$ cat src/rtl/branch_hazard_ctrl.sv
// ID-stage branch controller for a 5-stage MIPS pipeline: it selects the comparator
// forwarding paths, stalls on EX producers, resolves beq/bne and keeps branch statistics.
module branch_hazard_ctrl #(
  parameter int CNT_W     = 16,
  parameter int MAX_STALL = 4
) (
  input  logic             clk,
  input  logic             rst,
  input  logic             hold,
  input  logic             branch_id,
  input  logic             bne_id,
  input  logic [4:0]       rs_id,
  input  logic [4:0]       rt_id,
  input  logic             regwrite_ex,
  input  logic [4:0]       writereg_ex,
  input  logic             regwrite_mem,
  input  logic             memtoreg_mem,
  input  logic [4:0]       writereg_mem,
  input  logic             regwrite_wb,
  input  logic [4:0]       writereg_wb,
  input  logic             branchtaken,
  output logic [1:0]       forwardAD,
  output logic [1:0]       forwardBD,
  output logic             stall_ifid,
  output logic             bubble_idex,
  output logic             flush_ifid,
  output logic             pc_src,
  output logic             err_timeout,
  output logic [CNT_W-1:0] branch_cnt,
  output logic [CNT_W-1:0] taken_cnt,
  output logic [CNT_W-1:0] stall_cnt
);

  localparam int WAIT_W = (MAX_STALL < 1) ? 1 : $clog2(MAX_STALL + 1);
  localparam logic [WAIT_W-1:0] WAIT_MAX  = WAIT_W'(MAX_STALL);
  localparam logic [WAIT_W-1:0] WAIT_LAST = WAIT_W'(MAX_STALL - 1);

  typedef enum logic {
    IDLE    = 1'b0,
    WAIT_OP = 1'b1
  } state_t;

  state_t            r_state;
  state_t            w_state_next;
  logic [WAIT_W-1:0] r_wait;
  logic [WAIT_W-1:0] w_wait_next;
  logic              r_err;
  logic              w_err_next;

  logic              w_br;
  logic              w_hazard;
  logic              w_take;
  logic              w_stall;
  logic              w_resolve;

  logic [4:0]        w_src [2];
  logic [1:0]        w_fwd [2];
  logic [2:0]        w_cnt_inc;
  logic [CNT_W-1:0]  w_cnt [3];

  assign w_br     = branch_id | bne_id;
  assign w_take   = branchtaken ^ bne_id;
  assign w_hazard = w_br & regwrite_ex & (writereg_ex != 5'd0) &
                    ((writereg_ex == rs_id) | (writereg_ex == rt_id));

  assign w_src[0] = rs_id;
  assign w_src[1] = rt_id;

  // MEM result wins over WB; r0 is hardwired so it is never forwarded.
  generate
    for (genvar gi = 0; gi < 2; gi++) begin : g_fwd
      assign w_fwd[gi] = (w_src[gi] == 5'd0) ? 2'b00 :
                         (regwrite_mem && (writereg_mem == w_src[gi])) ?
                           (memtoreg_mem ? 2'b10 : 2'b01) :
                         (regwrite_wb && (writereg_wb == w_src[gi])) ? 2'b11 : 2'b00;
    end
  endgenerate

  always_comb begin
    w_state_next = r_state;
    w_wait_next  = r_wait;
    w_err_next   = r_err;
    w_stall      = 1'b0;
    w_resolve    = 1'b0;
    if (!hold) begin
      case (r_state)
        IDLE: begin
          if (w_hazard) begin
            w_stall      = 1'b1;
            w_state_next = WAIT_OP;
            w_wait_next  = '0;
          end else if (w_br) begin
            w_resolve = 1'b1;
          end
        end
        WAIT_OP: begin
          if (!w_br) begin
            w_state_next = IDLE;
            w_wait_next  = '0;
          end else if (w_hazard) begin
            w_stall = 1'b1;
            if (r_wait != WAIT_MAX) begin
              w_wait_next = r_wait + 1'b1;
            end
            if (r_wait >= WAIT_LAST) begin
              w_err_next = 1'b1;
            end
          end else begin
            w_resolve    = 1'b1;
            w_state_next = IDLE;
            w_wait_next  = '0;
          end
        end
        default: begin
          w_state_next = IDLE;
          w_wait_next  = '0;
        end
      endcase
    end
  end

  always_ff @(posedge clk) begin
    if (rst) begin
      r_state <= IDLE;
      r_wait  <= '0;
      r_err   <= 1'b0;
    end else begin
      r_state <= w_state_next;
      r_wait  <= w_wait_next;
      r_err   <= w_err_next;
    end
  end

  // Index 0: resolved branches, 1: taken branches, 2: stall cycles.
  assign w_cnt_inc = {w_stall, w_resolve & w_take, w_resolve};

  generate
    for (genvar gi = 0; gi < 3; gi++) begin : g_cnt
      logic [CNT_W-1:0] r_cnt;
      always_ff @(posedge clk) begin
        if (rst) begin
          r_cnt <= '0;
        end else if (w_cnt_inc[gi] && (r_cnt != {CNT_W{1'b1}})) begin
          r_cnt <= r_cnt + 1'b1;
        end
      end
      assign w_cnt[gi] = r_cnt;
    end
  endgenerate

  assign forwardAD   = rst ? 2'b00 : w_fwd[0];
  assign forwardBD   = rst ? 2'b00 : w_fwd[1];
  assign stall_ifid  = ~rst & w_stall;
  assign bubble_idex = ~rst & w_stall;
  assign flush_ifid  = ~rst & w_resolve & w_take;
  assign pc_src      = ~rst & w_resolve & w_take;
  assign err_timeout = r_err;
  assign branch_cnt  = w_cnt[0];
  assign taken_cnt   = w_cnt[1];
  assign stall_cnt   = w_cnt[2];

endmodule

$ cat config.mk
export PLATFORM = sky130hd
export DESIGN_NAME = branch_hazard_ctrl
export DESIGN_NICKNAME = d
export VERILOG_FILES = /design/src/rtl/branch_hazard_ctrl.sv
export SDC_FILE = /design/constraint.sdc
export NUM_CORES = 1
export LEC_CHECK = 0
export CELL_PAD_IN_SITES_DETAIL_PLACEMENT = 2
export CELL_PAD_IN_SITES_GLOBAL_PLACEMENT = 2
export CORE_ASPECT_RATIO = 1.75
export CORE_MARGIN = 2
export CORE_UTILIZATION = 24
export CTS_CLUSTER_SIZE = 25
export DETAILED_ROUTE_END_ITERATION = 16
export PLACE_DENSITY = 0.83
export SYNTH_ARGS = -nofsm -noshare
export SYNTH_HDL_FRONTEND = slang
export SYNTH_SLANG_ARGS = --single-unit
$ cat constraint.sdc
create_clock -name clk -period 2.25 [get_ports clk]
set_input_delay 0.45 -clock clk [delete_from_list [all_inputs] [get_ports clk]]
set_output_delay 0.45 -clock clk [all_outputs]
set_load 0.02 [all_outputs]
== After elaboration in Yosys (flattened, before gate mapping) ==
Cells that the tools add are included.

* Reductions and logical operators: 12
* Equal/unequal tests: 12
* Multiplexer cells: 24
* $add $sub $neg: 4
* Magnitude comparators: 1
* Bitwise logic cells: 13

{| class="wikitable"
|+ Operators by type and width
! kind !! count
|-
| $add 16x1->16 const B || 3
|-
| $ne 16x16->1 const B || 3
|-
| $eq 5x5->1 || 6
|-
| $mux 2 || 9
|-
| $mux 3 || 4
|-
| $logic_not 5->1 || 2
|-
| $mux 1 || 8
|-
| $and 1x1->1 || 7
|-
| $logic_and 1x1->1 || 7
|-
| $pmux 3 s2 || 1
|-
| $reduce_and 5->1 || 1
|-
| $reduce_bool 5->1 || 1
|-
| $ne 4x3->1 const B || 1
|-
| $pmux 1 s2 || 2
|-
| $add 3x1->3 const B || 1
|-
| $ge 3x2->1 const B || 1
|-
| $ne 3x3->1 const B || 1
|-
| $not 1->1 || 3
|-
| $reduce_and 3->1 || 1
|-
| $ne 2x2->1 const B || 1
|-
| $or 1x1->1 || 2
|-
| $xor 1x1->1 || 1
|}

* Register bits: 53
* Bits of input ports: 35

== Longest topological paths before layout ==
Gate-level depths: netlist of the first run.

* Depth in word-level cells: 10
* Gate-level depth with buffers: 9
* Mapped depth without buffers: 7

== Worst setup path before layout of the first run ==
OpenSTA, ideal clock, no wires.

* Path type: input to output
* Start: input port writereg_ex[0]
* End: output port pc_src
* Slack: -611 ps
* Data required time: 1,800 ps
* Arrival time: 2,411 ps
* Stages on the path: 8
* Cells stage by stage: or4_1 > o21ai_1 > or2_1 > buf_6 > o21ai_2 > clkbuf_1 > nor3_1 > buf_4

* Word-level cells in the longest chain between the ends: 9
* Elaborated cells on any way between the ends: 13
* Classes of those cells: 2 x eq/ne; 5 x mux; 5 x bitwise; 1 x reduce/logical

{| class="wikitable"
|+ RTL lines
! item !! line !! text
|-
| from (decl) || 15 || <nowiki>input logic [4:0] writereg_ex,</nowiki>
|-
| $eq 5x5->1 / $reduce_bool 5->1 (equally long branches) || 64, 63 ||
|-
| $or 1x1->1 / $and 1x1->1 (equally long branches) || 64, 63 ||
|-
| $and 1x1->1 * || 63 || <nowiki>assign w_hazard = w_br & regwrite_ex & (writereg_ex != 5'd0) &</nowiki>
|-
| $mux 1 || 100 || <nowiki>end else if (w_hazard) begin</nowiki>
|-
| $mux 1 || 97 || <nowiki>if (!w_br) begin</nowiki>
|-
| $pmux 1 s2 * || 86 || <nowiki>case (r_state)</nowiki>
|-
| $mux 1 * || 85 || <nowiki>if (!hold) begin</nowiki>
|-
| $and 1x1->1 * (2 in a row) || n/a ||
|-
| to (decl) || 27 || <nowiki>output logic pc_src,</nowiki>
|}

Mark *: on every way between the ends. The rest lies on a longest branch, timed or not.

== Worst setup path after layout of the first run ==
* Start: input port writereg_ex[0]
* End: output port stall_ifid

* Word-level cells in the longest chain between the ends: 8
* Elaborated cells on any way between the ends: 11
* Classes of those cells: 2 x eq/ne; 4 x mux; 4 x bitwise; 1 x reduce/logical

{| class="wikitable"
|+ RTL lines
! item !! line !! text
|-
| $eq 5x5->1 / $reduce_bool 5->1 (equally long branches) || 64, 63 ||
|-
| $or 1x1->1 / $and 1x1->1 (equally long branches) || 64, 63 ||
|-
| $and 1x1->1 * || 63 ||
|-
| $mux 1 * || 88, 100 ||
|-
| $mux 1 || 97 ||
|-
| $pmux 1 s2 * || 86 ||
|-
| $mux 1 * || 85 ||
|-
| $and 1x1->1 * || 153 || <nowiki>assign stall_ifid = ~rst & w_stall;</nowiki>
|-
| to (decl) || 24 || <nowiki>output logic stall_ifid,</nowiki>
|}

Marked as above.

==> reports/qor.csv, run 1 <==
metric;value;unit
areaGrowthSynthToFinish;59.8;%
crit_cells;8;
slew_headroom;63.4;%
yosysSeqAreaShare;34.9;%
routabilityCongestion;0.845;
final-hold-violation-count;0;
rsz0062_at_grt;yes;
cp-end-kind;output port;
fin_tns_setup;-0.112;ns
violations;negative setup slack;
max_freq;438;MHz
cts-buffers-inserted;5;
ant_nets;0;
die_w;89.0;µm
startpoint_type;input port;
synth-async-reset-ratio;0;%
clock_skew;0.0122;ns
crit_path_start;writereg_ex[0];
power.switching;578;µW
initial_utilization;24.4;%
clk_latency;0.30;ns
nets;558;
crit_path_max_fanout;2;
total_power;2.23;mW
port_buffers;91;
p_int;1.65;mW
crit_family;simple AND/OR/NAND/NOR gates;
postLayoutCoreUtil;39.0;%
max_stage_delay;0.29;ns
power.share.clock;40.1;%
worst_path_most_repeated_cell;buf_6;
drt_first_pass_iters;4;
grt_pass1_wl;19600;µm
hold_buffers;0;
r2r_cells;8;
syn_area;3040;µm²
hold_class;flip-flop to flip-flop;
io_pins;92;
htreeDepth;2;
outcome;finished, violations left;
power_frac_comb;17.2;%
power_density;460;nW/µm²
seq_power_share;42.7;%
drtIter0Drc;59;
track_usage;18.6;%
crit_chain;buf_6 -> buf_6 -> xor2_2 -> nor3_2 -> a22oi_2 -> or2_4 -> nor3_4 -> buf_6;
r2r_end;branch_cnt[7];
synthFlopType;dfxtp_1;
chipHeight;153;µm
synth-edff-count;0;
wl_per_cell;18.3;µm
clockBufferDepth;2;
antenna_found_initial;0;
final_cells;686;
p_sw_share;25.9;%
dpl.cell_count;672;
avgSynthCellArea;7.97;µm²
grt_max_degree;23;
clk_pin_slew;0.06;ns
cts-root-buf;clkbuf_16;
post-place-ws;-0.958;ns
drive_gt1_share;24.9;%
avgViaCountPerCell;4.85;
p_leak;1.76;nW
synth_cell_types;36;
slowest_stage;or2_4;
globalRouteOverflowTotal;0;
reg2reg_setup_slack;0.16;ns
synthCells;381;
grt_pass1_vias;3802;
num_rows;54;
worst_pin_slew;0.543;ns
fin_crit_sh;102;%
cts.sinks;53;
fin_crit;2.29;ns
peakVddDrop;336;µV
worstPathArrival;1.84;ns
wirelength;12600;µm
tritoncts;yes;
cp_data_required_time;1.80;ns
critical_path_class;input port to output port;
num_antenna_cells;0;
die_area;13600;µm²
hold_start;err_timeout;
drc;0;
cp.buffers_inverters;3;
coreArea;12400;µm²
via_count;3327;
setup_violations;5;
hold_end;err_timeout;
dp_hpwl;9470;µm
hold_depth;2;
layout_setup_ws;-0.0355;ns
synth_nets;422;
r2r-start;branch_cnt[9];
maxCapViolCount;0;
ys_warn_count;0;
ys_ff_latch;53;
finalMaxSlewViolations;0;
==> worst reg2reg max path: cells and delay by family, from the launching register on <==
family	cells	cell delay, ns
and+or+nand+nor	5	1.11
DFF	1	0.35
buffers and inverters	1	0.21
AOI/OAI and AO/OA	1	0.18
xor gates and xnor gates	1	0.14
==> power by group through the flow <==
stage	registers (mW)	logic (mW)	clock network (mW)
floorplan	0.983	0.130	0
detailed placement	0.973	0.340	0
finish	0.952	0.383	0.895
global placement	0.973	0.321	0
CTS	0.951	0.348	0.922
global route	0.953	0.411	0.952
==> logic make-up after synthesis <==
family          Yosys count  synth area share, %
fa+ha+maj                 6                 2.47
flops                    53                 34.9
mux                       6                 2.02
compound gates           33                 6.51
xor+xnor                 68                 19.6
buf+inv                  26                 3.99
simple gates            189                 30.5
==> repair_timing <==
item	in CTS	in global routing
endpoints found under the setup margin	61	36
pin swaps	26	21
buffers inserted	3	2
endpoints found under the hold margin	0	0
gates resized for setup	157	38
gates cloned	0	1
==> layout by cell type (no fill, tap or decap), types with 3 or more instances in the layout <==
cell type	synthesis	layout
inv_1	12	12
clkdlybuf4s50_1	0	55
buf_4	2	49
a21oi_1	12	9
dfxtp_1	53	51
buf_2	1	10
nor4_1	9	6
and3_1	14	12
xor2_2	0	6
clkbuf_16	0	5
o21ai_0	12	10
dlygate4sd2_1	0	8
nor3_4	0	3
or3_1	8	7
xnor2_1	33	33
or4_1	6	4
nand2_1	24	24
xor2_1	35	28
nor2_2	1	4
nand3_1	23	22
nor2_1	60	57
a21oi_2	0	3
nand4_1	11	11
mux2i_1	5	5
buf_6	2	18
nor3_2	0	4
nor3_1	26	19
ha_1	6	6
==> routing by layer <==
layer / share of wire, % / track usage [%]
met5: 0 / 0
met4: 4.5 / 9.74
met3: 3.3 / 2.86
met2: 59 / 36.6
met1: 33 / 17.2
==> cell usage after synthesis (9+ instances only) <==
cell type / instances / share of area [%]
clkbuf_1: 9 / 1.1
nand4_1: 11 / 2.3
and3_1: 14 / 2.9
o21ai_0: 12 / 2.0
inv_1: 12 / 1.5
a21oi_1: 12 / 2.0
xor2_1: 35 / 10
nor2_1: 60 / 7.4
xnor2_1: 33 / 9.5
nor3_1: 26 / 4.3
nand3_1: 23 / 3.8
nand2_1: 24 / 3.0
dfxtp_1: 53 / 35
nor4_1: 9 / 1.9
==> layout make-up <==
cell class / instances / area, µm²
clock buffer: 6 / 129
clock inverter: 2 / 38.8
fill: 1434 / 7580
inverter: 12 / 45.0
multi-input combinational: 302 / 2090
sequential: 53 / 1060
tap: 168 / 210
timing repair buffer: 143 / 1280
==> through the flow <==
stage          hold WS (ns)  instance area, µm²
6_report              0.471                4850
2_1_floorplan         0.449                3080
4_1_cts               0.483                4660
5_1_grt               0.522                4850
3_5_place_dp          0.467                4450
3_3_place_gp          0.461                4450
==> worst max-delay path by stage <==
stage             endpoint  slack [ns]
6_report        stall_ifid       -0.04
4_1_cts         flush_ifid       -0.07
2_1_floorplan       pc_src       -0.16
3_3_place_gp   bubble_idex       -0.81
5_1_grt         stall_ifid       -0.11
3_5_place_dp    stall_ifid       -0.96
==> state kept, by name, indices dropped and copies added, names as in the netlist <==
| signal | flops |
|---|---|
| branch_cnt | 16 |
| stall_cnt | 16 |
| taken_cnt | 16 |
| r_wait | 3 |
| err_timeout | 1 |
| r_state | 1 |
Power figures use the tool's default switching activity.
==> inputs of run 2 (changes only) <==
--- a/config.mk
+++ b/config.mk
@@ -8,9 +8,7 @@
 export CELL_PAD_IN_SITES_DETAIL_PLACEMENT = 2
 export CELL_PAD_IN_SITES_GLOBAL_PLACEMENT = 2
 export CORE_ASPECT_RATIO = 1.75
-export CORE_MARGIN = 2
 export CORE_UTILIZATION = 24
-export CTS_CLUSTER_SIZE = 25
 export DETAILED_ROUTE_END_ITERATION = 16
 export PLACE_DENSITY = 0.83
 export SYNTH_ARGS = -nofsm -noshare
==> reports/qor.csv, run 2 (same netlist as run 1, synthesis figures left out) <==
metric;value;unit;change
max_stage_delay;0.28;ns;was 0.29 ns
grt_pass1_vias;3752;;was 3802
slowest_stage;nor4_2;;was or2_4
fin_tns_setup;0;ns;was -0.112 ns
coreArea;12400;µm²;unchanged
cts-root-buf;clkbuf_16;;unchanged
drtIter0Drc;37;;was 59
die_w;87.0;µm;was 89.0 µm
num_antenna_cells;0;;unchanged
worst_path_most_repeated_cell;buf_4;;was buf_6
p_leak;1.72;nW;was 1.76 nW
startpoint_type;input port;;unchanged
routabilityCongestion;0.822;;was 0.845
max_freq;446;MHz;was 438 MHz
io_pins;92;;unchanged
port_buffers;91;;unchanged
ant_nets;0;;unchanged
maxCapViolCount;0;;unchanged
initial_utilization;24.4;%;unchanged
power_density;441;nW/µm²;was 460 nW/µm²
worstPathArrival;1.79;ns;was 1.84 ns
areaGrowthSynthToFinish;56.4;%;was 59.8%
drt_first_pass_iters;4;;unchanged
avgViaCountPerCell;4.76;;was 4.85
worst_pin_slew;0.504;ns;was 0.543 ns
wl_per_cell;17.0;µm;was 18.3 µm
htreeDepth;2;;unchanged
clock_skew;0.00717;ns;was 0.0122 ns
layout_setup_ws;0.00688;ns;was -0.0355 ns
r2r-start;branch_cnt[9];;unchanged
cts.sinks;53;;unchanged
finalMaxSlewViolations;0;;unchanged
globalRouteOverflowTotal;0;;unchanged
via_count;3255;;was 3327
nets;556;;was 558
dp_hpwl;9190;µm;was 9470 µm
outcome;finished clean;;was finished, violations left
drive_gt1_share;23.1;%;was 24.9%
crit_chain;buf_6 -> xor2_1 -> nor4_2 -> buf_4 -> and3_4 -> mux2i_1 -> nor2_1 -> buf_4;;was buf_6 -> buf_6 -> xor2_2 -> nor3_2 -> a22oi_2 -> or2_4 -> nor3_4 -> buf_6
cts-buffers-inserted;5;;unchanged
die_area;13100;µm²;was 13600 µm²
fin_crit;2.24;ns;was 2.29 ns
num_rows;54;;unchanged
clockBufferDepth;2;;unchanged
fin_crit_sh;99.7;%;was 102%
peakVddDrop;358;µV;was 336 µV
crit_path_start;writereg_mem[1];;was writereg_ex[0]
antenna_found_initial;0;;unchanged
setup_violations;0;;was 5
critical_path_class;input port to output port;;unchanged
grt_max_degree;27;;was 23
cp_data_required_time;1.80;ns;about the same
grt_pass1_wl;18300;µm;was 19600 µm
tritoncts;yes;;unchanged
chipHeight;151;µm;was 153 µm
drc;0;;unchanged
final_cell_mix;nor2_1, clkdlybuf4s50_1, dfxtp_1;;unchanged
post-place-ws;-0.943;ns;was -0.958 ns
fillers;1463;;was 1434
rsz0062_at_grt;yes;;unchanged
wirelength;11600;µm;was 12600 µm
final-hold-violation-count;0;;unchanged
final_common_cell;nor2_1;;unchanged
clk_latency;0.29;ns;was 0.30 ns
track_usage;18.0;%;was 18.6%
crit_path_max_fanout;2;;unchanged
hold_class;flip-flop to flip-flop;;unchanged
slew_headroom;66.1;%;was 63.4%
hold_start;err_timeout;;unchanged
clk_pin_slew;0.07;ns;was 0.06 ns
cp-end-kind;output port;;unchanged
-- run 2: changes by cell type in the layout (fill, tap and decap cells not counted), moves of 3 or more --
cell | before | now
xor2_1 | 28 | 33
xor2_2 | 6 | 2
nor3_1 | 19 | 16
buf_6 | 18 | 14
nor3_2 | 4 | 7
-- run 2: timing repair --
item	4_1_cts	5_1_grt
pin swaps	24	17
gates resized for setup	152	30
endpoints found under the setup margin	61	35
setup buffers	2	1
cloned	0	1
hold buffers	0	0
-- run 2: routing by layer --
metal  vias up  track usage, %  share of wire, %
met4         0            8.17               2.3
met5         -               0                 0
met2        79            36.7                60
li1       1565               -                 -
met3        13            2.29               3.1
met1      1598            17.1                35
-- run 2: layout make-up --
cell class                 instances  area [µm²]  share of cell area (%)
multi-input combinational        302        2020                    42.6
tap                              168         210                    4.42
clock buffer                       5         125                    2.63
timing repair buffer             141        1270                    26.6
sequential                        53        1060                    22.3
inverter                          12        45.0                   0.948
clock inverter                     3        21.3                   0.448
-- run 2: final timing paths --
kind | to | slack [ns] | depth (start not counted)
min reg2reg | err_timeout | 0.48 | 2
min | err_timeout | 0.48 | 2
max reg2reg | branch_cnt[0] | 0.11 | 8
max | forwardBD[1] | 0.007 | 8
-- run 2: critical path: cells and delay by family --
kind | cells | cell delay, ns
simple gates | 3 | 0.54
mux | 1 | 0.21
xor+xnor | 1 | 0.15
buf+inv | 3 | 0.44
-- run 2: per-stage QoR --
| stage | utilization [%] | cells | power [mW] | instance area, µm² | hold slack [ns] |
|---|---|---|---|---|---|
| 6_report | 38.2 | 684 | 2.10 | 4750 | 0.484 |
| 3_5_place_dp | 35.9 | 673 | 1.31 | 4460 | 0.472 |
| 3_3_place_gp | 35.9 | 673 | 1.29 | 4460 | 0.457 |
| 2_1_floorplan | - | 381 | 1.11 | 3080 | 0.449 |
| 4_1_cts | 37.3 | 682 | 2.11 | 4640 | 0.485 |
| 5_1_grt | 38.2 | 684 | 2.18 | 4750 | 0.537 |
-- run 2: power by group --
part	switching [mW]	leakage [nW]	internal, mW
Clock	0.378	0.0702	0.416
Combinational	0.183	1.22	0.166
Sequential	0.0108	0.427	0.944
==> inputs of run 3 (changes only) <==
--- a/config.mk
+++ b/config.mk
@@ -10,7 +10,7 @@
 export CORE_ASPECT_RATIO = 1.75
 export CORE_UTILIZATION = 24
 export DETAILED_ROUTE_END_ITERATION = 16
-export PLACE_DENSITY = 0.83
+export PLACE_DENSITY = 0.74
 export SYNTH_ARGS = -nofsm -noshare
 export SYNTH_HDL_FRONTEND = slang
 export SYNTH_SLANG_ARGS = --single-unit
==> reports/qor.csv, run 3 (same netlist as run 1, synthesis figures left out) <==
metric;value;unit;change
drive_gt1_share;23.4;%;was 23.1%
met1Wirelength;3830;µm;was 4060 µm
clock_skew;0.00966;ns;was 0.00717 ns
drt_first_pass_iters;4;;unchanged
finalMaxSlewViolations;0;;unchanged
tritoncts;yes;;unchanged
globalRouteOverflowTotal;0;;unchanged
clk_pin_slew;0.07;ns;about the same
power_density;447;nW/µm²;was 441 nW/µm²
coreArea;12400;µm²;unchanged
cts-buffers-inserted;5;;unchanged
outcome;finished clean;;unchanged
final_common_cell;nor2_1;;unchanged
track_usage;18.1;%;was 18.0%
drc;0;;unchanged
cts-root-buf;clkbuf_16;;unchanged
fin_crit_sh;100;%;was 99.7%
clk_latency;0.30;ns;was 0.29 ns
routabilityCongestion;0.816;;was 0.822
r2r-start;branch_cnt[9];;unchanged
peakVddDrop;313;µV;was 358 µV
num_antenna_cells;0;;unchanged
port_buffers;91;;unchanged
clockBufferDepth;2;;unchanged
maxCapViolCount;0;;unchanged
p_leak;1.73;nW;was 1.72 nW
grt_pass1_wl;18100;µm;was 18300 µm
wl_met2;6790;µm;was 6920 µm
die_w;87.0;µm;unchanged
htreeDepth;2;;unchanged
grt_pass1_vias;3726;;was 3752
drtIter0Drc;56;;was 37
critical_path_class;input port to output port;;unchanged
dr_wl_met3;406;µm;was 361 µm
crit_chain;buf_8 -> or4_4 -> o21ai_4 -> or2_4 -> buf_6 -> or2_4 -> nor3_4 -> buf_6;;was buf_6 -> xor2_1 -> nor4_2 -> buf_4 -> and3_4 -> mux2i_1 -> nor2_1 -> buf_4
max_stage_delay;0.54;ns;was 0.28 ns
io_pins;92;;unchanged
nets;558;;was 556
chipHeight;151;µm;unchanged
slew_headroom;61.8;%;was 66.1%
startpoint_type;input port;;unchanged
r2r_cells;8;;unchanged
hold_start;rst;;was err_timeout
wl_per_cell;16.5;µm;was 17.0 µm
worstPathArrival;1.80;ns;was 1.79 ns
worst_pin_slew;0.567;ns;was 0.504 ns
rsz0062_at_grt;yes;;unchanged
setup_violations;0;;unchanged
wirelength;11300;µm;was 11600 µm
fin_crit;2.25;ns;was 2.24 ns
avgViaCountPerCell;4.77;;was 4.76
crit_path_max_fanout;3;;was 2
ant_nets;0;;unchanged
slowest_stage;or4_4;;was nor4_2
hold_depth;2;;unchanged
crit_path_start;writereg_ex[3];;was writereg_mem[1]
grt_max_degree;24;;was 27
max_freq;445;MHz;was 446 MHz
cp-end-kind;output port;;unchanged
cts.sinks;53;;unchanged
fin_tns_setup;0;ns;unchanged
initial_utilization;24.4;%;unchanged
final_cell_mix;nor2_1, clkdlybuf4s50_1, buf_4;;was nor2_1, clkdlybuf4s50_1, dfxtp_1
cp_data_required_time;1.80;ns;about the same
num_rows;54;;unchanged
die_area;13100;µm²;unchanged
highest_layer;met4;;unchanged
dp_hpwl;8780;µm;was 9190 µm
hold_class;input port to flip-flop;;was flip-flop to flip-flop
final-hold-violation-count;0;;unchanged
via_count;3273;;was 3255
areaGrowthSynthToFinish;57.4;%;was 56.4%
placed_area;4470;µm²;was 4460 µm²
antenna_found_initial;0;;unchanged
fin_area;4780;µm²;was 4750 µm²
==> run 3: changes by cell type in the layout (fill, tap and decap cells not counted), moves of 4 or more <==
cell,change
buf_4,+4
xor2_2,+4
nor3_1,+6
xor2_1,-4
buf_2,-6
nor3_2,-5
==> run 3: layout make-up <==
cell class	instances	area (µm²)
clock buffer	5	125
multi-input combinational	302	2000
timing repair buffer	143	1310
tap	168	210
fill	1446	7650
inverter	12	45.0
sequential	53	1060
clock inverter	3	26.3
==> run 3: worst max-delay path: cells and delay by family <==
family / cells / cell delay (ns)
compound gates: 1 / 0.15
buf+inv: 3 / 0.32
simple gates: 4 / 0.87
==> run 3: worst paths after layout <==
kind | end | slack [ns]
worst max-delay path | stall_ifid | 0.0009
worst min-delay path | r_state | 0.47
worst max register to register | branch_cnt[1] | 0.09
worst min register to register | err_timeout | 0.48
==> run 3: metal layers <==
| layer | global-route usage, % | vias to the layer above |
|---|---|---|
| met5 | 0 | - |
| li1 | - | 1573 |
| met2 | 37.8 | 82 |
| met1 | 16.0 | 1602 |
| met4 | 7.75 | 0 |
| met3 | 3.22 | 16 |
==> run 3: metrics by stage <==
stage	power, mW	hold slack [ns]	std cells	worst slack, ns	util [%]
2_1_floorplan	1.11	0.449	381	-0.164	-
3_3_place_gp	1.30	0.448	672	-0.908	35.9
3_5_place_dp	1.31	0.470	672	-0.964	35.9
4_1_cts	2.15	0.480	683	-0.0946	37.5
5_1_grt	2.24	0.484	686	-0.0489	38.5
6_report	2.14	0.469	686	0.000889	38.5
==> run 3: what timing repair did <==
action                                 CTS  global route
endpoints found under the hold margin    0             0
setup buffers                            3             2
gates cloned                             0             1
pin swaps                               20            20
setup endpoints to repair               60            15
hold buffers                             0             0
gates resized for setup                151            36
==> run 3: report_power, final <==
group | total [mW] | switching, mW | internal, mW
Sequential | 0.951 | 0.00636 | 0.944
Clock | 0.823 | 0.400 | 0.422
Combinational | 0.365 | 0.184 | 0.181
